===== src/rtl/tlut_mul_pkg.sv =====
// Shared definitions for the temporal-LUT multiplier sequencer.
//  - TLUT_A_WIDTH / TLUT_B_WIDTH : default operand widths
//  - tlut_seq_state_e            : sequencer FSM states (2-bit encoding)
package tlut_mul_pkg;

   localparam int TLUT_A_WIDTH = 4;
   localparam int TLUT_B_WIDTH = 8;

   typedef enum logic [1:0] {
      IDLE = 2'd0,
      RUN  = 2'd1,
      DONE = 2'd2
   } tlut_seq_state_e;

endpackage


===== src/rtl/tlut_pulse_counter.sv =====
// Loadable down-counter that times the temporal pulse.
// Once loaded with a non-zero value it counts down by one per cycle and
// parks at zero, so it needs no separate enable.
//  clk      in  clock
//  rst      in  synchronous active-high reset (count -> 0)
//  load     in  load load_val on this edge
//  load_val in  WIDTH  value to load
//  cnt      out WIDTH  current count (cycles remaining incl. current one)
//  last     out count == 1
//  busy     out count != 0
module tlut_pulse_counter #(
   parameter int WIDTH = 4
) (
   input  logic             clk,
   input  logic             rst,
   input  logic             load,
   input  logic [WIDTH-1:0] load_val,
   output logic [WIDTH-1:0] cnt,
   output logic             last,
   output logic             busy
);

   localparam logic [WIDTH-1:0] CNT_ONE = WIDTH'(1);

   logic [WIDTH-1:0] cnt_q;
   logic [WIDTH-1:0] cnt_d;

   always_comb begin
      cnt_d = cnt_q;
      if (load) begin
         cnt_d = load_val;
      end else if (cnt_q != '0) begin
         cnt_d = cnt_q - CNT_ONE;
      end
   end

   always_ff @(posedge clk) begin
      if (rst) begin
         cnt_q <= '0;
      end else begin
         cnt_q <= cnt_d;
      end
   end

   assign cnt  = cnt_q;
   assign last = (cnt_q == CNT_ONE);
   assign busy = (cnt_q != '0);

endmodule


===== src/rtl/tlut_mul_seq.sv =====
// Temporal-LUT multiplier sequencer: accepts (a, b), runs a pulse of a
// cycles adding b once per cycle, and presents product = a*b.
//  clk, rst             clock, synchronous active-high reset
//  in_valid / in_ready  operand handshake (a_in, b_in)
//  pulse_en, pulse_cnt  temporal pulse active / cycles remaining
//  out_valid / out_ready result handshake (product)
module tlut_mul_seq
   import tlut_mul_pkg::*;
#(
   parameter int A_WIDTH = TLUT_A_WIDTH,
   parameter int B_WIDTH = TLUT_B_WIDTH,
   parameter int P_WIDTH = A_WIDTH + B_WIDTH
) (
   input  logic               clk,
   input  logic               rst,
   input  logic               in_valid,
   output logic               in_ready,
   input  logic [A_WIDTH-1:0] a_in,
   input  logic [B_WIDTH-1:0] b_in,
   output logic               pulse_en,
   output logic [A_WIDTH-1:0] pulse_cnt,
   output logic               out_valid,
   input  logic               out_ready,
   output logic [P_WIDTH-1:0] product
);

   tlut_seq_state_e    state_q, state_d;
   logic [B_WIDTH-1:0] b_q, b_d;
   logic [P_WIDTH-1:0] acc_q, acc_d;
   logic [P_WIDTH-1:0] prod_q, prod_d;
   logic [P_WIDTH-1:0] acc_sum;

   logic               cnt_load;
   logic [A_WIDTH-1:0] cnt;
   logic               cnt_last;
   logic               cnt_busy;
   logic               accept;

   tlut_pulse_counter #(
      .WIDTH (A_WIDTH)
   ) u_pulse_counter (
      .clk      (clk),
      .rst      (rst),
      .load     (cnt_load),
      .load_val (a_in),
      .cnt      (cnt),
      .last     (cnt_last),
      .busy     (cnt_busy)
   );

   assign acc_sum = acc_q + P_WIDTH'(b_q);

   always_comb begin
      state_d   = state_q;
      b_d       = b_q;
      acc_d     = acc_q;
      prod_d    = prod_q;
      cnt_load  = 1'b0;
      in_ready  = 1'b0;
      out_valid = 1'b0;
      pulse_en  = 1'b0;

      case (state_q)
         IDLE: begin
            in_ready = 1'b1;
         end
         RUN: begin
            pulse_en = cnt_busy;
            acc_d    = acc_sum;
            if (cnt_last) begin
               prod_d  = acc_sum;
               state_d = DONE;
            end
         end
         DONE: begin
            out_valid = 1'b1;
            // Ready for a new pair exactly when the result leaves, so a
            // result handshake and an operand accept can share one edge.
            in_ready  = out_ready;
            if (out_ready) begin
               state_d = IDLE;
            end
         end
         default: begin
            state_d = IDLE;
         end
      endcase

      accept = in_valid && in_ready;
      if (accept) begin
         b_d   = b_in;
         acc_d = '0;
         if (a_in != '0) begin
            cnt_load = 1'b1;
            state_d  = RUN;
         end else begin
            prod_d  = '0;
            state_d = DONE;
         end
      end
   end

   always_ff @(posedge clk) begin
      if (rst) begin
         state_q <= IDLE;
         b_q     <= '0;
         acc_q   <= '0;
         prod_q  <= '0;
      end else begin
         state_q <= state_d;
         b_q     <= b_d;
         acc_q   <= acc_d;
         prod_q  <= prod_d;
      end
   end

   assign pulse_cnt = cnt;
   assign product   = prod_q;

endmodule


===== config.mk =====
export PLATFORM = sky130hd
export DESIGN_NAME = tlut_mul_seq
export DESIGN_NICKNAME = d
export VERILOG_FILES = /design/src/rtl/tlut_mul_pkg.sv /design/src/rtl/tlut_pulse_counter.sv /design/src/rtl/tlut_mul_seq.sv
export SDC_FILE = /design/constraint.sdc
export NUM_CORES = 1
export LEC_CHECK = 0
export CAP_MARGIN = 10
export CELL_PAD_IN_SITES_DETAIL_PLACEMENT = 0
export CELL_PAD_IN_SITES_GLOBAL_PLACEMENT = 2
export CORE_MARGIN = 2
export CORE_UTILIZATION = 33
export DETAILED_ROUTE_END_ITERATION = 16
export PLACE_DENSITY = 0.83
export SYNTH_ARGS = -nofsm -noshare
export SYNTH_HDL_FRONTEND = slang
export SYNTH_SLANG_ARGS = --single-unit
export TNS_END_PERCENT = 30

===== constraint.sdc =====
create_clock -name clk -period 4.5 [get_ports clk]
set_input_delay 0.9 -clock clk [delete_from_list [all_inputs] [get_ports clk]]
set_output_delay 0.9 -clock clk [all_outputs]
set_load 0.005 [all_outputs]

==> summary.md <==
| Metric | Value |
|---|---|
| Placed cell areas | 0.00243 sq mm |
| Max Clk Rate | 327 MHz |
| Vias per inst | 5.03 |
| Max-Cap Viols | 0 |
| Remaining DRCs | 0 |
| CTS HTree Levels | 2 |
| Clock tree buffer depth | 2 |
| Inst Count DP | 355 |
| Syn_nets | 282 |
| Wire per inst | 13.8 um |
| CP startpoint kind | input port |
| Pin count of the biggest net entering global routing | 19 |
| Power density cells | 338 mW/mm^2 |
| Final GP Congestion | 0.778 |
| Final cell count without fillers | 363 |
| Hold Path Class | reg -> reg |
| RSZ-0062 raised after global routing | no |
| Reg clk slew, reported paths | 0.07 ns |
| Die ar. | 0.00680 sq mm |
| Rel. slew slack | 34.5% |
| Max Transition Viols Final | 0 |
| Chip height | 82.5 um |
| Hold-fix buffers, CTS | 0 |
| Synth area leader | dfxtp_1 |
| Finished Core Util | 42.9% |
| Initial Util | 34.3% |
| FF+latch count, synth | 38 |
| TritonCTS Buffers | 5 |
| Post-synth top area share | 37.4% |
| Postcts setup bufs | 0 |
| Cells after Synth | 255 |
| Leakage | 0.960 nW |
| Status | finished clean |
| Least-Margin Pin Slew | 0.976 ns |
| Syn avg cell area | 7.97 sq um |
| VDD IR-drop max | 0.000168 V |
| DRT antenna net count | 0 |
| Clk_lat worst skew | 0.29 ns |
| Vias in the first global route | 1725 |
| Worst EP arrival | 2.16 ns |
| Root Buffer | clkbuf_8 |
| Fin Setup TNS | 0 ns |
| Final net count | 314 |
| Core area | 0.00592 sq mm |
| Ant diodes | 0 |
| DRT Pass-1 Iters | 4 |
| Layout Skew | 0.00432 ns |
| Layout area overhead | 25.1% |
| Primary FF master, synth | dfxtp_1 |
| Critical Path Sink Type | primary output |
| Antenna violations before repair | 0 |
| Resize count post-CTS | 0 |
| EDFF count, synth | 0 |
| Grt ovf | 0 |
| Crit path kind | in -> out |
| Asr flop ratio synth | 0% |
| # setup viols final | 0 |
| Vias | 1825 |
| Final WL | 5.01 mm |
| # IOs | 35 |
| Initial DRC Count | 56 |
| Fillers | 631 |
| Post-detail-place hpwl | 3.66 mm |
| Ratio of cells with drive above 1 in the final layout | 7.29% |
| Crit path max fanout | 6 |
| Post-route cell area | 0.00254 sq mm |
| Row cnt | 28 |
| Total track usage | 16.2% |
| Synth area leaders | dfxtp_1, nand2_1, a21oi_1 |
| YS warnings | 0 |
| Synth cell types | 48 |
| First-pass GRT wire length | 8.32 mm |
| Final hold viol count | 0 |
| Final min period | 3.06 ns |
| CTS sink cnt | 38 |
| Syn Std Cell Area | 0.00203 sq mm |
| Port Buffer Count | 34 |
| CP Data Required Time | 3.60 ns |
| Final period util | 67.9% |
| Sequential area share after synthesis | 37.4% |
| CTS tree | yes |
| Die X | 82.5 um |
| WHS | 0.456 ns |
==> power by group <==
part / internal [mW] / switching (mW)
Combinational: 0.0867 / 0.105
Sequential: 0.358 / 0.0202
Clock: 0.163 / 0.127
Total: 0.608 / 0.252
==> worst max-delay path: stages <==
cell and delay, ns:
clkdlybuf4s50_1 0.44, and2b_1 0.22, nor2_1 0.09, clkdlybuf4s50_1 0.50
==> routing by layer <==
metal	up-vias	share of wire (%)	track usage [%]
met5	-	0	0
met4	0	1.0	4.50
met3	5	3.5	4.67
met2	24	46	25.6
met1	840	49	21.6
li1	956	-	-
==> cell type report <==
class / instances / area (sq um) / area share [%]
clock buffers: 5 / 68.8 / 2.71
clock inverters: 3 / 40.0 / 1.57
inverters: 6 / 22.5 / 0.886
multi-input cells: 200 / 1200 / 47.2
flip-flops and latches: 38 / 761 / 29.9
well taps: 75 / 93.8 / 3.69
repair buffers: 36 / 355 / 14.0
==> cell families (layout without fill, tap and decap cells) <==
group                      count (synthesis)  in the layout  synth area share [%]
xor gates and xnor gates                  11             11                  4.74
DFF                                       38             38                  37.4
buffers and inverters                     17             50                  3.45
AOI/OAI and AO/OA                         65             65                  20.2
muxes                                      2              2                 0.985
and+or+nand+nor                          111            111                  26.0
adders and majority gates                 11             11                  7.14
==> synthesized netlist by cell type, drive strengths merged (2+ instances only) <==
master,instances
nor4,4
o211ai,5
nor3,9
xor2,8
a211oi,3
or2,2
nor2,21
o2111ai,2
o21ai,12
mux2i,2
nand3,9
a21oi,31
nand2,50
ha,10
and2b,3
dfxtp,38
nand2b,3
buf,6
inv,6
a32oi,2
a21o,3
clkbuf,5
and3,2
or3,3
and2,2
o31ai,2
xnor2,3
==> through the flow <==
stage	power, mW	setup WS, ns
after floorplan	0.502	2.39
after global placement	0.580	1.44
after detailed placement	0.579	1.43
after CTS	0.873	1.43
after global routing	0.913	1.36
final	0.860	1.44
==> state kept, by name (all words and copies together) (netlist names) <==
signal and cells:
acc_q 12, b_q 8, product 12, state_q 2, u_pulse_counter.cnt 4
==> worst paths after layout <==
kind | depth (start not counted) | endpoint | slack, ns | startpoint
hold / removal | 2 | product[3]$_SDFF_PP0_ | 0.46 | product[3]$_SDFF_PP0_
hold reg to reg | 2 | product[3]$_SDFF_PP0_ | 0.46 | product[3]$_SDFF_PP0_
setup / recovery | 4 | in_ready | 1.44 | out_ready
setup reg to reg | 8 | product[8]$_SDFF_PP0_ | 2.31 | b_q[0]$_SDFFE_PP0N_
==> cell usage in the layout (no fill, tap or decap), types with 2 or more instances in the layout <==
| master | count |
|---|---|
| nor3_1 | 8 |
| nor2_1 | 20 |
| nand2_1 | 50 |
| a211oi_1 | 2 |
| clkinv_2 | 2 |
| a21oi_2 | 2 |
| mux2i_1 | 2 |
| a32oi_1 | 2 |
| a21o_1 | 3 |
| o211ai_1 | 4 |
| buf_4 | 2 |
| o31ai_1 | 2 |
| o21ai_0 | 10 |
| and2b_1 | 3 |
| nand2b_1 | 3 |
| o21ai_1 | 2 |
| clkbuf_8 | 5 |
| inv_1 | 6 |
| clkdlybuf4s50_1 | 34 |
| and3_1 | 2 |
| nand3_1 | 8 |
| xor2_1 | 8 |
| a21oi_1 | 29 |
| ha_1 | 10 |
| dfxtp_1 | 38 |
| xnor2_1 | 3 |
| nor4_1 | 3 |
| or3_1 | 3 |
No activity file was read; power rests on OpenSTA's default activity.
